$ cat src/rtl/phase_gen_pkg.sv
// phase_gen_pkg: shared definitions for the multi-phase clock generator.
//   - Sequencer state encoding (IDLE / HIGH / GAP).
//   - Default reset values for the active high-width and gap-width registers.
package phase_gen_pkg;

  localparam logic [1:0] ST_IDLE = 2'd0;
  localparam logic [1:0] ST_HIGH = 2'd1;
  localparam logic [1:0] ST_GAP  = 2'd2;

  localparam int DEF_RST_HIGH = 1;
  localparam int DEF_RST_GAP  = 1;

endpackage

$ cat src/rtl/phase_cnt.sv
// phase_cnt: loadable down-counter used to time phase high and gap widths.
// Ports:
//   clk_i    - clock
//   clear_i  - asynchronous active-low reset
//   load     - load load_val (takes priority over en)
//   load_val - value to load
//   en       - decrement enable; the counter stops at zero
//   zero     - high while the count is zero
module phase_cnt
  import phase_gen_pkg::*;
#(
  parameter int CNT_W = 4
) (
  input  logic             clk_i,
  input  logic             clear_i,
  input  logic             load,
  input  logic [CNT_W-1:0] load_val,
  input  logic             en,
  output logic             zero
);

  logic [CNT_W-1:0] cnt;

  always_ff @(posedge clk_i or negedge clear_i) begin
    if (!clear_i) begin
      cnt <= '0;
    end else if (load) begin
      cnt <= load_val;
    end else if (en && (cnt != '0)) begin
      cnt <= cnt - 1'b1;
    end
  end

  assign zero = (cnt == '0);

endmodule

$ cat src/rtl/phase_gen.sv
// phase_gen: non-overlapping multi-phase clock sequencer.
// Each phase is driven high for max(high,1) cycles followed by an all-low gap
// of 'gap' cycles; phases rotate 0..NUM_PHASES-1. New widths are staged in
// pending registers and take effect only when phase 0 next enters HIGH.
// Ports:
//   clk_i       - clock
//   clear_i     - asynchronous active-low reset
//   ssp_intr_i  - [1] freeze level, [0] single-step request (rising edge)
//   cfg_high_i  - requested high width (0 behaves as 1)
//   cfg_gap_i   - requested gap width (0 = phases abut)
//   cfg_load_i  - strobe capturing cfg_high_i/cfg_gap_i as pending config
//   phi_o       - one-hot-or-zero phase outputs
//   phase_idx_o - current / last driven phase index
//   round_o     - pulse when phase 0 restarts after a full round
//   frozen_o    - registered freeze indication
//   cfg_busy_o  - pending config waiting for the round boundary
//   clk_o       - pass-through of clk_i
//   clear_o     - pass-through of clear_i
module phase_gen
  import phase_gen_pkg::*;
#(
  parameter int NUM_PHASES = 2,
  parameter int CNT_W      = 4,
  parameter int RST_HIGH   = DEF_RST_HIGH,
  parameter int RST_GAP    = DEF_RST_GAP,
  localparam int IDX_W     = $clog2(NUM_PHASES)
) (
  input  logic                  clk_i,
  input  logic                  clear_i,
  input  logic [1:0]            ssp_intr_i,
  input  logic [CNT_W-1:0]      cfg_high_i,
  input  logic [CNT_W-1:0]      cfg_gap_i,
  input  logic                  cfg_load_i,
  output logic [NUM_PHASES-1:0] phi_o,
  output logic [IDX_W-1:0]      phase_idx_o,
  output logic                  round_o,
  output logic                  frozen_o,
  output logic                  cfg_busy_o,
  output logic                  clk_o,
  output logic                  clear_o
);

  // Counter load value for a high width: a width of 0 is timed as 1 cycle.
  function automatic logic [CNT_W-1:0] high_m1(input logic [CNT_W-1:0] h);
    return (h == '0) ? '0 : h - 1'b1;
  endfunction

  logic [1:0]       state;
  logic [CNT_W-1:0] act_high, act_gap, pend_high, pend_gap;
  logic             step_prev;

  logic             step_edge, adv, cnt_zero;
  logic             enter_high, enter_gap, apply_cfg;
  logic             cnt_load, cnt_en;
  logic [IDX_W-1:0] nidx, tgt_idx;
  logic [CNT_W-1:0] high_sel, cnt_val;

  assign clk_o   = clk_i;
  assign clear_o = clear_i;

  always_comb begin
    step_edge  = ssp_intr_i[0] & ~step_prev;
    // While frozen only a fresh step request lets one cycle through.
    adv        = ~ssp_intr_i[1] | step_edge;
    nidx       = (phase_idx_o == IDX_W'(NUM_PHASES - 1)) ? '0 : phase_idx_o + 1'b1;
    enter_high = 1'b0;
    enter_gap  = 1'b0;
    tgt_idx    = phase_idx_o;
    case (state)
      ST_IDLE: begin
        enter_high = 1'b1;
        tgt_idx    = '0;
      end
      ST_HIGH: begin
        if (cnt_zero) begin
          if (act_gap != '0) begin
            enter_gap = 1'b1;
          end else begin
            enter_high = 1'b1;
            tgt_idx    = nidx;
          end
        end
      end
      ST_GAP: begin
        if (cnt_zero) begin
          enter_high = 1'b1;
          tgt_idx    = nidx;
        end
      end
      default: ;
    endcase
    // Pending config is consumed exactly when phase 0 enters HIGH, so the
    // very first high period of the round already uses the new width.
    apply_cfg = enter_high && (tgt_idx == '0) && cfg_busy_o;
    high_sel  = apply_cfg ? pend_high : act_high;
    cnt_load  = adv && (enter_high || enter_gap);
    cnt_en    = adv && !(enter_high || enter_gap);
    cnt_val   = enter_gap ? (act_gap - 1'b1) : high_m1(high_sel);
  end

  phase_cnt #(.CNT_W(CNT_W)) u_cnt (
    .clk_i    (clk_i),
    .clear_i  (clear_i),
    .load     (cnt_load),
    .load_val (cnt_val),
    .en       (cnt_en),
    .zero     (cnt_zero)
  );

  always_ff @(posedge clk_i or negedge clear_i) begin
    if (!clear_i) begin
      state       <= ST_IDLE;
      phi_o       <= '0;
      phase_idx_o <= '0;
      round_o     <= 1'b0;
      frozen_o    <= 1'b0;
      step_prev   <= 1'b0;
    end else begin
      frozen_o  <= ssp_intr_i[1];
      step_prev <= ssp_intr_i[0];
      round_o   <= adv && enter_high && (tgt_idx == '0) && (state != ST_IDLE);
      if (adv && enter_high) begin
        state       <= ST_HIGH;
        phase_idx_o <= tgt_idx;
        phi_o       <= NUM_PHASES'(1) << tgt_idx;
      end else if (adv && enter_gap) begin
        state <= ST_GAP;
        phi_o <= '0;
      end
    end
  end

  // A load coinciding with the boundary stays pending for the next round.
  always_ff @(posedge clk_i or negedge clear_i) begin
    if (!clear_i) begin
      act_high   <= CNT_W'(RST_HIGH);
      act_gap    <= CNT_W'(RST_GAP);
      pend_high  <= CNT_W'(RST_HIGH);
      pend_gap   <= CNT_W'(RST_GAP);
      cfg_busy_o <= 1'b0;
    end else begin
      if (adv && apply_cfg) begin
        act_high <= pend_high;
        act_gap  <= pend_gap;
      end
      if (cfg_load_i) begin
        pend_high  <= cfg_high_i;
        pend_gap   <= cfg_gap_i;
        cfg_busy_o <= 1'b1;
      end else if (adv && apply_cfg) begin
        cfg_busy_o <= 1'b0;
      end
    end
  end

endmodule
$ cat config.mk
export PLATFORM = sky130hd
export DESIGN_NAME = phase_gen
export DESIGN_NICKNAME = d
export VERILOG_FILES = /design/src/rtl/phase_gen_pkg.sv /design/src/rtl/phase_cnt.sv /design/src/rtl/phase_gen.sv
export SDC_FILE = /design/constraint.sdc
export NUM_CORES = 1
export LEC_CHECK = 0
export CAP_MARGIN = 40
export CELL_PAD_IN_SITES_DETAIL_PLACEMENT = 0
export CELL_PAD_IN_SITES_GLOBAL_PLACEMENT = 2
export CORE_UTILIZATION = 37
export CTS_BUF_LIST = sky130_fd_sc_hd__clkbuf_8
export CTS_CLUSTER_SIZE = 28
export DETAILED_ROUTE_END_ITERATION = 16
export HOLD_SLACK_MARGIN = 0.08
export PLACE_DENSITY = 0.79
export REMOVE_ABC_BUFFERS = 1
export SLEW_MARGIN = 30
export SYNTH_ARGS = -nofsm -noshare
export SYNTH_HDL_FRONTEND = slang
export SYNTH_HIERARCHICAL = 1
export SYNTH_SLANG_ARGS = --single-unit
export TNS_END_PERCENT = 5
$ cat constraint.sdc
create_clock -name clk_i -period 2.3 [get_ports clk_i]
set_input_delay 0.23 -clock clk_i [delete_from_list [all_inputs] [get_ports clk_i]]
set_output_delay 0.23 -clock clk_i [all_outputs]
set_load 0.05 [all_outputs]
==> flow_metrics.py, run 1 <==
metrics = {
    "cts": {
        "clk_latency_ps": 380,
        "cts_setup_buffers": 0,
        "cts_tree": "done",
        "path_clk_slew_ps": 70,
        "postCtsHoldBufs": 0,
    },
    "route": {
        "drtAntennaViolNets": 0,
        "drc": 0,
        "drt_iter0_drc": 63,
        "vias_per_cell": 5.187,
        "wl_per_cell_um": 13.46,
        "dr.pass1.iters": 4,
        "wirelength_mm": 3.028,
        "num_vias": 1167,
    },
    "synth": {
        "ys_types": 45,
        "synth.cell_area_um2": 1559,
        "synth_area_per_cell_um2": 11.06,
        "synth_ff_type": "dfrtp_1",
        "synth.largest_area_cell": "dfrtp_1",
        "synthesis.instances": 141,
        "ys_top_cells_by_count": "25 x dfrtp_1, 15 x mux2_2, 10 x inv_1, 10 x nand2_1",
        "synth_edf_count": 0,
        "ys_async_sr_fraction_pct": 100.0,
        "yosysMostFrequentCell": "dfrtp_1",
        "ys_seq_area_share_pct": 46.87,
        "synthTopCellsByArea": "dfrtp_1 40%, mux2_2 11%, dfstp_2 6.7%",
        "synth_warnings": 6,
        "synth_top_area_share_pct": 40.13,
        "ys_ff_latch": 29,
    },
    "outcome": {
        "status": "finished, final reports clean",
    },
    "critical_path": {
        "cp.arrival_ps": 2440,
        "critPathMaxStageDelay_ps": 500,
        "cp-start-kind": "flop",
        "worst-r2r-cell-count": 6,
        "path_max_fanout": 8,
        "required_ps": 2560,
        "cp_cell_sequence": "inv_1 > ha_1 > or4b_4 > a211oi_4 > o221ai_1 > a221o_1",
        "worst-setup-path-type": "flop to flop",
        "end_kind": "flop",
        "slowest_stage": "or4b_4",
    },
    "timing": {
        "tightest_slew_ps": 500.4,
        "post-route-period-util_pct": 94.71,
        "hold_violations": 0,
        "finalSetupTns_ps": 0,
        "setup_violations": 0,
        "drv_slew": 0,
        "timing.slew.headroom_pct": 66.54,
        "fmax_mhz": 459.1,
        "fin_crit_ps": 2178,
        "rsz0062_at_grt": "false",
        "layout_setup_ws_ps": 121.7,
        "finClkSkew_ps": 7.187,
    },
    "layout": {
        "nets": 189,
        "multi_input_area_um2": 745.7,
        "area.growth.synth_to_final_pct": 27.29,
        "final-seq-area_um2": 730.7,
        "drive_above_1_share_pct": 26.29,
        "n_antenna_cell": 0,
        "n_fill_cell": 375,
    },
    "job": {
        "cap_viol_max_count": 0,
    },
    "die": {
        "die_w_um": 66.91,
        "die_area_um2": 4477,
        "io-pin-count": 21,
        "coreArea_um2": 4029,
        "num_rows": 23,
        "dieHeight_um": 66.91,
        "initial_utilization_pct": 38.70,
    },
    "worst_hold_path": {
        "hold_path_class": "input pin to flop",
        "hold_depth": 1,
    },
    "power": {
        "ir_drop_mv": 0.7382,
        "internal_power_mw": 1.522,
        "p_leak_nw": 0.8538,
        "p_switching_uw": 916.9,
        "swShare_pct": 37.59,
        "p_clk_share_pct": 26.4,
        "comb_power_share_pct": 37.9,
        "pwr-share-seq_pct": 35.7,
        "p_per_area_nw_per_um2": 1229,
    },
    "place": {
        "dp_hpwl_mm": 2.237,
        "routabilityCongestion": 0.7293,
        "port_buffers": 20,
        "dpl_worst_slack_ps": 90.05,
    },
    "global_routing": {
        "overflow": 0,
        "antenna_found_initial": 0,
        "grt_start_max_net_pins": 30,
        "grt_pass1_wl_mm": 5.244,
        "first_global_vias": 1200,
        "grt.total_usage_pct": 16.35,
    },
}
-- path summary, 6_finish.rpt --
kind / start / end / slack (ps)
setup reg to reg: act_gap[1] / u_cnt/cnt[3] / 120
setup / recovery: act_gap[1] / u_cnt/cnt[3] / 120
hold reg to reg: pend_gap[2] / act_gap[2] / 500
max in group asynchronous: clear_i / pend_high[0] / 1630
hold / removal: ssp_intr_i[0] / step_prev / 310
min in group asynchronous: clear_i / step_prev / 340
-- cell families (layout without fill, tap and decap cells) --
| group | after synthesis | count (layout) | synth area share, % |
|---|---|---|---|
| buffers and inverters | 16 | 50 | 5.297 |
| AO/OA/AOI/OAI | 31 | 31 | 15.17 |
| adder cells (fa/ha/maj) | 2 | 2 | 1.605 |
| flip-flops | 29 | 29 | 46.87 |
| AND/OR/NAND/NOR | 45 | 45 | 18.14 |
| multiplexers | 16 | 16 | 11.80 |
| XOR/XNOR | 2 | 2 | 1.124 |
-- final cells by class --
cell class / instances / share of cell area [%]
multi-input cells: 96 / 37.58
flip-flops and latches: 29 / 36.82
repair buffers: 28 / 13.49
clock buffers: 10 / 6.683
well taps: 50 / 3.153
inverters: 10 / 1.892
clock inverters: 2 / 0.3783
-- layer usage --
metal / global-route usage, % / wire length, µm / vias up
met1: 19.34 / 1399 / 574
met2: 25.88 / 1506 / 17
met3: 5.137 / 81 / 5
met5: 0 / 0 / -
met4: 9.309 / 41 / 0
li1: - / - / 571
-- registers in the layout, indices dropped and copies added (netlist names) --
signal       count
act_gap          4
act_high         4
pend_gap         4
pend_high        4
u_cnt/cnt        4
phi_o            2
state            2
cfg_busy_o       1
frozen_o         1
phase_idx_o      1
round_o          1
step_prev        1
-- power by group through the flow --
stage	combinational (mW)	sequential [mW]	clock (mW)
floorplan	0.583	0.918	0
global placement	0.925	0.872	0.100
detailed placement	0.933	0.881	0.100
CTS	0.938	0.874	0.661
global route	1.02	0.911	0.688
finish	0.925	0.871	0.643
-- critical path: cells and delay by family, from the launching register on --
kind / cells / cell delay (ps)
adders and majority gates: 1 / 180
buffers and inverters: 1 / 60
AOI/OAI and AO/OA: 3 / 940
DFF: 1 / 390
and+or+nand+nor: 1 / 500
-- per-stage QoR --
stage,instance area (µm²),utilization [%],instances,power [mW],hold slack [ps]
3_5_place_dp,1854,46.02,214,1.914,496.9
4_1_cts,1984,49.25,225,2.473,310.9
6_report,1984,49.25,225,2.439,311.6
3_3_place_gp,1854,46.02,214,1.898,487.5
5_1_grt,1984,49.25,225,2.620,315.2
2_1_floorplan,1514,-,135,1.501,-65.59
-- placed cells by master, fill, tap and decap left out, drive strengths merged, types with 2 or more instances in the layout --
| cell type | count |
|---|---|
| clkdlybuf4s50 | 18 |
| nand3b | 2 |
| dfrtp | 25 |
| or2b | 2 |
| ha | 2 |
| nor2 | 8 |
| nand2 | 10 |
| dfstp | 4 |
| buf | 10 |
| o221ai | 2 |
| o21a | 2 |
| mux2 | 16 |
| inv | 12 |
| clkbuf | 9 |
| nor3 | 5 |
| o21ai | 8 |
| o211ai | 2 |
| nand4b | 2 |
| o311ai | 2 |
| nand3 | 2 |
| nor3b | 4 |
| a21oi | 6 |
| o211a | 2 |
| nor2b | 3 |
-- repair_timing --
action | 4_1_cts | 5_1_grt
gates resized for setup | 1 | 0
pin swaps | 0 | 1
endpoints found under the setup margin | 1 | 2
(Power assumes the default switching activity.)
==> run 2: changes to the inputs <==
--- a/config.mk
+++ b/config.mk
@@ -8,12 +8,12 @@
 export CAP_MARGIN = 40
 export CELL_PAD_IN_SITES_DETAIL_PLACEMENT = 0
 export CELL_PAD_IN_SITES_GLOBAL_PLACEMENT = 2
-export CORE_UTILIZATION = 37
+export CORE_UTILIZATION = 29
 export CTS_BUF_LIST = sky130_fd_sc_hd__clkbuf_8
 export CTS_CLUSTER_SIZE = 28
 export DETAILED_ROUTE_END_ITERATION = 16
 export HOLD_SLACK_MARGIN = 0.08
-export PLACE_DENSITY = 0.79
+export PLACE_DENSITY = 0.64
 export REMOVE_ABC_BUFFERS = 1
 export SLEW_MARGIN = 30
 export SYNTH_ARGS = -nofsm -noshare
==> run 2 against run 1 <==
Against the previous run:
- power rose by 3.0%
- highest routed layer unchanged
- wire length rose by 7.5%
- setup slack got worse by 110 ps
- non-clock buffer count fell by 1
==> flow_metrics.py, run 2 (same netlist as run 1, synthesis figures left out) <==
metrics = {
    "die": {
        "dieHeight_um": 75.32,
        "die_w_um": 75.32,
        "initial_utilization_pct": 30.33,
        "num_rows": 26,
        "coreArea_um2": 5140,
        "io-pin-count": 21,
        "die_area_um2": 5673,
    },
    "critical_path": {
        "r2r-start": "act_gap[1]",
        "cp-start-kind": "clock port",
        "cp_common_cell": "clkbuf_8",
        "cp.arrival_ps": 2060,
        "critPathMaxStageDelay_ps": 690,
        "required_ps": 2070,
        "path_max_fanout": 2,
        "reg2reg_to": "u_cnt/cnt[3]",
        "worst-r2r-cell-count": 6,
        "worst-setup-path-type": "clock port to output pin",
        "rrSetupSlack_ps": 110,
        "slowest_stage": "clkdlybuf4s50_1",
        "cp_cell_sequence": "clkbuf_8 > clkbuf_8 > clkdlybuf4s50_1",
        "end_kind": "output pin",
    },
    "worst_hold_path": {
        "hold_depth": 1,
        "hp-start": "ssp_intr_i[0]",
        "holdPathEnd": "step_prev",
        "hold_path_class": "input pin to flop",
    },
    "route": {
        "drt_iter0_drc": 47,
        "dr.pass1.iters": 4,
        "drc": 0,
        "wl_per_cell_um": 13.34,
        "vias_per_cell": 4.959,
        "wirelength_mm": 3.254,
        "num_vias": 1210,
        "drtAntennaViolNets": 0,
    },
    "global_routing": {
        "grt_pass1_wl_mm": 5.347,
        "first_global_vias": 1174,
        "antenna_found_initial": 0,
        "overflow": 0,
        "grt.total_usage_pct": 13.26,
        "grt_start_max_net_pins": 30,
    },
    "layout": {
        "drive_above_1_share_pct": 26.44,
        "n_antenna_cell": 0,
        "multi_input_area_um2": 758.2,
        "final_util_pct": 39.22,
        "area.growth.synth_to_final_pct": 29.29,
        "layout_common_cells": "25 x dfrtp_1, 19 x clkdlybuf4s50_1, 15 x mux2_2, 12 x inv_1, 10 x nand2_1",
        "n_fill_cell": 534,
        "layout_commonest_cell": "dfrtp_1",
        "nets": 188,
        "final-seq-area_um2": 730.7,
        "instances_no_fill": 244,
    },
    "place": {
        "port_buffers": 20,
        "routabilityCongestion": 0.7445,
        "place_inst": 233,
        "dp_hpwl_mm": 2.360,
    },
    "timing": {
        "rsz0062_at_grt": "false",
        "hold_violations": 0,
        "setup_violations": 0,
        "finClkSkew_ps": 6.134,
        "whs_ps": 311.0,
        "drv_slew": 0,
        "tightest_slew_ps": 532.3,
        "timing.slew.headroom_pct": 64.14,
        "finalSetupTns_ps": 0,
    },
    "cts": {
        "postCtsHoldBufs": 0,
        "clk_latency_ps": 390,
        "cts_tree": "done",
        "path_clk_slew_ps": 60,
    },
    "power": {
        "ir_drop_mv": 0.5894,
        "p_leak_nw": 0.8480,
        "p_switching_uw": 958.5,
        "swShare_pct": 38.16,
        "p_clk_share_pct": 26.2,
        "p_per_area_nw_per_um2": 1246,
        "pwr-share-seq_pct": 34.8,
        "internal_power_mw": 1.553,
        "finalPower_mw": 2.512,
        "comb_power_share_pct": 38.9,
    },
    "outcome": {
        "status": "finished, final reports clean",
    },
    "job": {
        "cap_viol_max_count": 0,
    },
}
-- run 2: worst max-delay path: cells and delay by family --
family | cells | cell delay (ps)
buffers and inverters | 3 | 920
-- run 2: per-stage QoR --
step	area, µm²	worst slack (ps)
final	2016	9.192
after global routing	2016	0.4590
after CTS	2003	2.614
after detailed placement	1872	125.3
after global placement	1872	159.4
after floorplan	1514	211.1
-- run 2: layout make-up --
cell class	count	share of cell area [%]
Multi-Input combinational cell	96	37.62
Clock buffer	10	6.642
Sequential cell	29	36.25
Clock inverter	2	0.3724
Timing Repair Buffer	27	12.91
Inverter	10	1.862
Tap cell	70	4.345
-- run 2: worst max-delay path by stage --
stage | from | endpoint | slack, ps | depth (start not counted)
after global routing | clk_i | clk_o | 0.5 | 3
after global placement | act_gap[0] | u_cnt/cnt[3] | 160 | 6
after detailed placement | act_gap[1] | u_cnt/cnt[3] | 130 | 6
after CTS | clk_i | clk_o | 3 | 3
final | clk_i | clk_o | 9 | 3
after floorplan | u_cnt/cnt[0] | u_cnt/cnt[3] | 210 | 7
-- run 2: metal layers --
layer | wire length, µm | global-route usage, % | vias to the layer above
met5 | 0 | 0 | -
li1 | - | - | 570
met1 | 1466 | 16.01 | 606
met4 | 61 | 7.613 | 0
met3 | 138 | 5.159 | 8
met2 | 1588 | 20.24 | 26
-- run 2: power groups by stage --
| stage | Clock [mW] | Sequential, mW | Combinational, mW |
|---|---|---|---|
| 6_report | 0.659 | 0.875 | 0.978 |
| 5_1_grt | 0.706 | 0.904 | 1.07 |
| 4_1_cts | 0.674 | 0.870 | 0.959 |
| 3_5_place_dp | 0.100 | 0.877 | 0.952 |
| 3_3_place_gp | 0.100 | 0.870 | 0.951 |
| 2_1_floorplan | 0 | 0.918 | 0.583 |
-- run 2: what timing repair did --
action,CTS,global route
resized for setup,0,2
buffers inserted,0,0
endpoints found under the setup margin,0,1
